`config.mk`:
```
export PLATFORM = sky130hd
export DESIGN_NAME = reset_sequencer
export DESIGN_NICKNAME = d
export VERILOG_FILES = /design/src/rtl/reset_seq_pkg.sv /design/src/rtl/reset_sync_chain.sv /design/src/rtl/reset_sequencer.sv
export SDC_FILE = /design/constraint.sdc
export NUM_CORES = 1
export LEC_CHECK = 0
export ABC_CLOCK_PERIOD_IN_PS = 2900
export BUFFER_PORTS_ARGS = -buffer_cell sky130_fd_sc_hd__buf_2
export CAP_MARGIN = 10
export CELL_PAD_IN_SITES_DETAIL_PLACEMENT = 1
export CELL_PAD_IN_SITES_GLOBAL_PLACEMENT = 1
export CORE_MARGIN = 3
export CORE_UTILIZATION = 49
export DETAILED_ROUTE_END_ITERATION = 10
export PLACE_DENSITY = 0.9
export REMOVE_ABC_BUFFERS = 1
export SLEW_MARGIN = 20
export SYNTH_ARGS = -nofsm -noshare
export SYNTH_HDL_FRONTEND = slang
export SYNTH_SLANG_ARGS = --single-unit
```
`constraint.sdc`:
```
create_clock -name clk -period 2.9 [get_ports clk]
set_input_delay 0.58 -clock clk [delete_from_list [all_inputs] [get_ports clk]]
set_output_delay 0.58 -clock clk [all_outputs]
set_load 0.02 [all_outputs]
```
`src/rtl/reset_seq_pkg.sv`:
```
// Shared state type and elaboration helpers for the staggered multi-domain reset sequencer.
package reset_seq_pkg;

    typedef enum logic [1:0] {
        IN_RESET = 2'd0,
        HOLD     = 2'd1,
        RELEASE  = 2'd2,
        DONE     = 2'd3
    } rst_seq_state_t;

    function automatic int max_int(input int a, input int b);
        return (a > b) ? a : b;
    endfunction

endpackage

```
`src/rtl/reset_sync_chain.sv`:
```
// Reset synchronizer: asynchronously set by async_reset_n, cleared one stage per clk after release.
module reset_sync_chain
    import reset_seq_pkg::*;
#(
    parameter int STAGES = 3
) (
    input  logic clk,
    input  logic async_reset_n,
    output logic sync_reset_o
);

    logic [STAGES-1:0] r_chain;

    always_ff @(posedge clk or negedge async_reset_n) begin
        if (!async_reset_n) begin
            r_chain <= '1;
        end else begin
            r_chain <= {r_chain[STAGES-2:0], 1'b0};
        end
    end

    assign sync_reset_o = r_chain[STAGES-1];

endmodule

```
`src/rtl/reset_sequencer.sv`:
```
// Staggered reset controller: async assert, synchronous per-domain release, soft-reset restart.
// RST_GLOBAL_BUF_EN routes every reset output and the synchronised reset through a BUFG.
module reset_sequencer
    import reset_seq_pkg::*;
#(
    parameter int SYNC_STAGES = 3,
    parameter int NUM_DOMAINS = 4,
    parameter int HOLD_CYCLES = 8,
    parameter int RELEASE_GAP = 4
) (
    input  logic                   clk,
    input  logic                   async_reset_n,
    input  logic                   soft_reset_req,
    output logic [NUM_DOMAINS-1:0] sync_reset,
    output logic                   reset_done
);

    localparam int CNT_W = $clog2(max_int(HOLD_CYCLES, RELEASE_GAP) + 1);
    localparam int IDX_W = $clog2(NUM_DOMAINS + 1);
    localparam logic [CNT_W-1:0] HOLD_LAST = CNT_W'(HOLD_CYCLES - 1);
    localparam logic [CNT_W-1:0] GAP_LAST  = CNT_W'(RELEASE_GAP - 1);
    localparam logic [IDX_W-1:0] IDX_LAST  = IDX_W'(NUM_DOMAINS - 1);

    generate
        if (SYNC_STAGES < 2) begin : g_bad_sync
            $error("reset_sequencer: SYNC_STAGES must be >= 2");
        end
        if (NUM_DOMAINS < 1) begin : g_bad_domains
            $error("reset_sequencer: NUM_DOMAINS must be >= 1");
        end
        if (HOLD_CYCLES < 1) begin : g_bad_hold
            $error("reset_sequencer: HOLD_CYCLES must be >= 1");
        end
        if (RELEASE_GAP < 1) begin : g_bad_gap
            $error("reset_sequencer: RELEASE_GAP must be >= 1");
        end
    endgenerate

    logic                   w_sync_rst_raw;
    logic                   w_sync_rst;
    rst_seq_state_t         r_state;
    rst_seq_state_t         w_state_next;
    logic [CNT_W-1:0]       r_cnt;
    logic [CNT_W-1:0]       w_cnt_next;
    logic [IDX_W-1:0]       r_idx;
    logic [IDX_W-1:0]       w_idx_next;
    logic                   r_done;
    logic                   w_done_next;
    logic                   w_soft;
    logic                   w_release;
    logic [NUM_DOMAINS-1:0] r_sync_reset;

    reset_sync_chain #(
        .STAGES(SYNC_STAGES)
    ) u_sync (
        .clk          (clk),
        .async_reset_n(async_reset_n),
        .sync_reset_o (w_sync_rst_raw)
    );

`ifdef RST_GLOBAL_BUF_EN
    BUFG u_bufg_sync (.I(w_sync_rst_raw), .O(w_sync_rst));
`else
    assign w_sync_rst = w_sync_rst_raw;
`endif

    // A soft request only counts once the sequence has left IN_RESET.
    assign w_soft = soft_reset_req && (r_state != IN_RESET);

    always_comb begin
        w_state_next = r_state;
        w_cnt_next   = r_cnt;
        w_idx_next   = r_idx;
        w_done_next  = r_done;
        w_release    = 1'b0;
        if (w_soft) begin
            w_state_next = HOLD;
            w_cnt_next   = '0;
            w_idx_next   = '0;
            w_done_next  = 1'b0;
        end else begin
            case (r_state)
                IN_RESET: begin
                    w_cnt_next = '0;
                    if (!w_sync_rst) begin
                        w_state_next = HOLD;
                    end
                end
                HOLD: begin
                    if (r_cnt == HOLD_LAST) begin
                        w_release  = 1'b1;
                        w_cnt_next = '0;
                        w_idx_next = IDX_W'(1);
                        if (NUM_DOMAINS == 1) begin
                            w_state_next = DONE;
                            w_done_next  = 1'b1;
                        end else begin
                            w_state_next = RELEASE;
                        end
                    end else begin
                        w_cnt_next = r_cnt + CNT_W'(1);
                    end
                end
                RELEASE: begin
                    if (r_cnt == GAP_LAST) begin
                        w_release  = 1'b1;
                        w_cnt_next = '0;
                        w_idx_next = r_idx + IDX_W'(1);
                        if (r_idx == IDX_LAST) begin
                            w_state_next = DONE;
                            w_done_next  = 1'b1;
                        end
                    end else begin
                        w_cnt_next = r_cnt + CNT_W'(1);
                    end
                end
                default: begin
                end
            endcase
        end
    end

    always_ff @(posedge clk or negedge async_reset_n) begin
        if (!async_reset_n) begin
            r_state <= IN_RESET;
            r_cnt   <= '0;
            r_idx   <= '0;
            r_done  <= 1'b0;
        end else begin
            r_state <= w_state_next;
            r_cnt   <= w_cnt_next;
            r_idx   <= w_idx_next;
            r_done  <= w_done_next;
        end
    end

    // r_idx is 0 throughout HOLD, so one index compare covers both release paths.
    genvar gi;
    generate
        for (gi = 0; gi < NUM_DOMAINS; gi++) begin : g_dom
            always_ff @(posedge clk or negedge async_reset_n) begin
                if (!async_reset_n) begin
                    r_sync_reset[gi] <= 1'b1;
                end else if (w_soft) begin
                    r_sync_reset[gi] <= 1'b1;
                end else if (w_release && (r_idx == IDX_W'(gi))) begin
                    r_sync_reset[gi] <= 1'b0;
                end
            end
`ifdef RST_GLOBAL_BUF_EN
            BUFG u_bufg_dom (.I(r_sync_reset[gi]), .O(sync_reset[gi]));
`else
            assign sync_reset[gi] = r_sync_reset[gi];
`endif
        end
    endgenerate

    assign reset_done = r_done;

endmodule

```
# --- After elaboration in Yosys (flattened, before gate mapping) ---
# Index checks and enable logic that the tools add are counted.
totals:
  ff_bits: 17
  in_bits: 3
  out_inout_bits: 5
  word_cells: 72
op_classes:
  muxes: 30
  eq_ne: 11
  addsub: 2
  reduce_logical: 20
ops:
  columns: ["operator", "n"]
  rows:
  - ["2-bit nonzero test", 8]
  - ["1-bit two-way mux", 15]
  - ["4-bit two-way mux", 3]
  - ["3-bit inequality test (second input constant)", 4]
  - ["4-bit case mux with 3 select lines", 1]
  - ["2-bit two-way mux", 5]
  - ["3-bit two-way mux", 3]
  - ["3-bit by 2-bit equality test with 1-bit output (second input constant)", 2]
  - ["2-bit case mux with 3 select lines", 1]
  - ["3-bit case mux with 2 select lines", 1]
  - ["3-bit AND reduction", 2]
  - ["1-bit logical AND", 5]
  - ["5-bit AND reduction", 1]
  - ["4-bit by 1-bit adder with 4-bit output (second input constant)", 1]
  - ["4-bit by 2-bit equality test with 1-bit output (second input constant)", 1]
  - ["4-bit by 3-bit equality test with 1-bit output (second input constant)", 1]
  - ["4-bit nonzero test", 1]
  - ["3-bit by 1-bit adder with 3-bit output (second input constant)", 1]
  - ["3-bit by 1-bit equality test with 1-bit output (second input constant)", 1]
  - ["3-bit logical NOT", 1]
  - ["3-bit nonzero test", 1]
  - ["2-bit by 1-bit equality test with 1-bit output (second input constant)", 1]
  - ["2-bit equality test (second input constant)", 1]
  - ["2-bit logical NOT", 1]
  - ["1-bit case mux with 2 select lines", 1]

# --- Longest topological paths before layout ---
logic_depth:
  word_depth: 7
  depth_mapped: 8
  mapped_depth_nobuf: 7

# --- Modules after synthesis ---
# Synthesis repeated with hierarchy kept, for this count alone.
hier_totals:
  cells_unflattened: 95
  area_unflattened_um2: 992.2
by_module_without_submodules:
  columns: ["module", "instances", "cells_each", "seq_area_each_um2", "area_each_um2"]
  rows:
  - ["reset_sequencer", 1, 91, 355.3, 909.6]
  - ["reset_sync_chain", 1, 4, 78.8, 82.6]

# --- Least setup slack after synthesis ---
# No wires, ideal clock.
synth_path:
  path_kind: "register to register"
  start: "reg r_state[0]"
  end: "reg r_state[0]"
  n_path_buf: 0
  path_stages_with_launch: 8
  setup_ns: 0.125
  arrival_time_ns: 1.733
  period_less_slack_ns: 1.858
  path_slack_ns: 1.042
  cell_sequence: "dfrtp_1 inv_1 ha_1 nand2b_4 nand2_4 o21ai_2 a2111oi_4 mux2_4"
synth_via:
  elab_chain_len: 4
  elab_cells_between_ends: 13
  cone_classes: "eq/ne (6); mux (2); reduce/logical (5)"
synth_lines:
  columns: ["element", "line", "source"]
  rows:
  - ["from (decl)", "reset_sequencer.sv:41", "rst_seq_state_t r_state;"]
  - ["from (signal assigned)", "reset_sequencer.sv:130", "r_state <= w_state_next;"]
  - ["2-bit nonzero test", "reset_sequencer.sv:68", "assign w_soft = soft_reset_req && (r_state != IN_RESET);"]
  - ["1-bit logical AND", "reset_sequencer.sv:68", null]
  - ["3-bit inequality test (no source line) / 4-bit nonzero test (equally long branches)", null, null]
  - ["5-bit AND reduction (no source line)", null, null]
# Parallel ways exist; a longest one is shown, timed or not.
# A chain may end at the register's enable or synchronous reset.

# --- Worst setup path in the final report ---
layout_path:
  start: "reg r_state[0]"
  end: "reg r_idx[2]"
layout_via:
  elab_chain_len: 4
  elab_cells_between_ends: 10
  cone_classes: "eq/ne (4); mux (2); reduce/logical (4)"
layout_lines:
  columns: ["element", "line", "source"]
  rows:
  - ["2-bit nonzero test", "reset_sequencer.sv:68", null]
  - ["1-bit logical AND", "reset_sequencer.sv:68", null]
  - ["3-bit inequality test (no source line) / 3-bit nonzero test (equally long branches)", null, null]
  - ["3-bit AND reduction (no source line)", null, null]
  - ["to (signal assigned)", "reset_sequencer.sv:132", "r_idx <= w_idx_next;"]
  - ["to (decl)", "reset_sequencer.sv:45", "logic [IDX_W-1:0] r_idx;"]
# Parallel ways exist; a longest one is shown, timed or not.

==> impl_metrics.ini <==
[die]
dieWidth_um = 51.1
rows = 15
initial_utilization_pct = 54.7
chipHeight_um = 51.1
dieArea_um2 = 2610
ios = 8
core_um2 = 1820

[global_routing]
grt_pass1_wl_um = 3690
grt_util_all_layers_pct = 19.7
grt_antenna_before_repair = 0
grt_pass1_vias = 748
grt_overflow_total = 0
grt_max_degree = 18

[worst_setup_path]
cp_data_required_time_ns = 3.10
cp.arrival_ns = 2.27
startpoint = r_state[0]
r2r-start = r_state[0]
criticalPathCategory = reg -> reg
endpoint = r_idx[2]
path_max_fanout = 9
reg2reg_setup_slack_ns = 0.83
rr_endpoint = r_idx[2]
r2r_cells = 6
endpoint_kind = flip-flop
start_kind = flip-flop

[routing]
drt_iter0_drc = 5
vias = 657
drc = 0
ant_nets = 0
dr.pass1.iters = 4
wl_um = 1960
wire_per_inst_um = 15.8
vias_per_cell = 5.30

[place]
place_area_um2 = 1060
gp_congestion = 0.777
dp_worst_setup_slack_ns = 0.831
post-dp-hpwl_um = 1470
port_buffers = 7
place_inst = 120

[timing]
tns_ns = 0
hold_viol_final = 0
min_period_ns = 2.07
finalCritPeriodShare_pct = 71.4
fmax_mhz = 483
finalSetupViolations = 0
setup_slack_ns = 0.828
grt_setup_unrepaired = false
fin_hold_ws_ns = 0.177
finalMaxSlewViolations = 0
finalClockSkew_ns = 0.0131

[cts]
cts_resized = 0
cts-htree-levels = 1
postCtsSetupBuffers = 0
numCtsBuffers = 3
tritoncts = built
clkLatencyLatePin_ns = 0.30
clkTransAtPathRegs_ns = 0.10
root_buffer = clkbuf_4
hold_buffers = 0
clock-sinks = 17
clk_path_buf_depth = 2

[logic_synthesis]
ys_async_sr_fraction_pct = 100
synth_top_flop_cell = dfrtp_1
ys_types = 31
netlist_instances = 89
syn_area_um2 = 996
synth_edf_count = 0
ys_seq_area_share_pct = 43.6
syn_avg_cell_area_um2 = 11.2
ys_warn_count = 0
ys_seq_elements = 17

[run_status]
status = completed

[final_layout]
nNetsFinal = 114
drive_gt1_share_pct = 30.3
fillers = 204
stdcell_count = 124
final_area_um2 = 1080
register_area_um2 = 434
syn2layout_area_growth_pct = 8.79
multi_input_area_um2 = 531
antennaDiodeCount = 0

[power]
power_density_nw_per_um2 = 772
leakage_uw = 0.000488
peakVddDrop_mv = 0.357

[hold_path]
hold_class = in -> async

[run]
maxCapViolCount = 0
==> critical path, stage by stage, from the launching register on <==
cell and delay, ns:
dfrtp_1 0.44, inv_1 0.13, ha_1 0.47, nand2_4 0.10, o21ai_2 0.21, o21bai_1 0.24
mux2_2 0.38
==> per-layer routing <==
layer / track usage, % / up-vias / routed length (um)
met4: 9.42 / 0 / 40
met1: 26.9 / 324 / 941
li1: - / 321 / -
met5: 0 / - / 0
met3: 4.66 / 5 / 49
met2: 29.2 / 7 / 929
==> final cells by class <==
type	instances	area share [%]
multi-input combinational	64	49.0
sequential	17	40.1
timing repair buffer	7	3.23
tap	25	2.89
clock buffer	4	2.42
inverter	7	2.42
==> cell usage in the layout, fill, tap and decap left out, types with 2 or more instances in the layout <==
cell type / netlist / layout
ha_1: 11 / 11
nand2_1: 10 / 10
dfrtp_1: 10 / 10
inv_1: 7 / 7
buf_2: 1 / 7
dfstp_2: 7 / 7
nor2_1: 6 / 6
mux2_2: 4 / 4
o21ai_0: 4 / 4
nand3_1: 3 / 3
mux2i_1: 3 / 3
a21o_1: 3 / 3
clkbuf_4: 0 / 3
nor2b_1: 2 / 2
==> synthesized netlist by cell type (2+ instances only) <==
library cell | n | area (um^2)
dfrtp_1 | 10 | 250
a21o_1 | 3 | 22.5
mux2i_1 | 3 | 30.0
mux2_2 | 4 | 45.0
nor2_1 | 6 | 22.5
o21ai_0 | 4 | 20.0
dfstp_2 | 7 | 184
nand3_1 | 3 | 15.0
inv_1 | 7 | 26.3
nand2_1 | 10 | 37.5
ha_1 | 11 | 138
nor2b_1 | 2 | 12.5
==> registers in the layout, indices dropped and copies added, names as in the netlist <==
signal	cells
sync_reset	4
r_cnt	4
u_sync.r_chain	3
r_idx	3
r_state	2
reset_done	1
==> through the flow <==
stage,utilization (%),total power (uW)
after global placement,58.1,689
final,59.5,837
after detailed placement,58.1,706
after CTS,59.5,845
after global routing,59.5,908
after floorplan,-,622
==> cell families after synthesis <==
group,Yosys count,share of synthesized area [%]
mux,8,9.04
fa+ha+maj,11,13.8
flops,17,43.6
simple gates,28,17.0
other cells,1,0.377
buf+inv,8,3.14
compound gates,16,13.1
==> how the worst min path moves through the flow <==
stage	slack (ns)	from	to
3_5_place_dp	0.35	u_sync.r_chain[1]	u_sync.r_chain[2]
6_report	0.18	async_reset_n	r_state[0]
4_1_cts	0.18	async_reset_n	r_state[0]
3_3_place_gp	0.35	u_sync.r_chain[1]	u_sync.r_chain[2]
2_1_floorplan	0.28	async_reset_n	r_cnt[0]
5_1_grt	0.18	async_reset_n	r_state[0]
==> power by group <==
group | switching [uW] | internal, uW | leakage (uW)
Sequential | 33.7 | 273 | 0.000205
Combinational | 225 | 176 | 0.000268
Clock | 75.8 | 53.7 | 0.0000150
(Power assumes the default switching activity.)
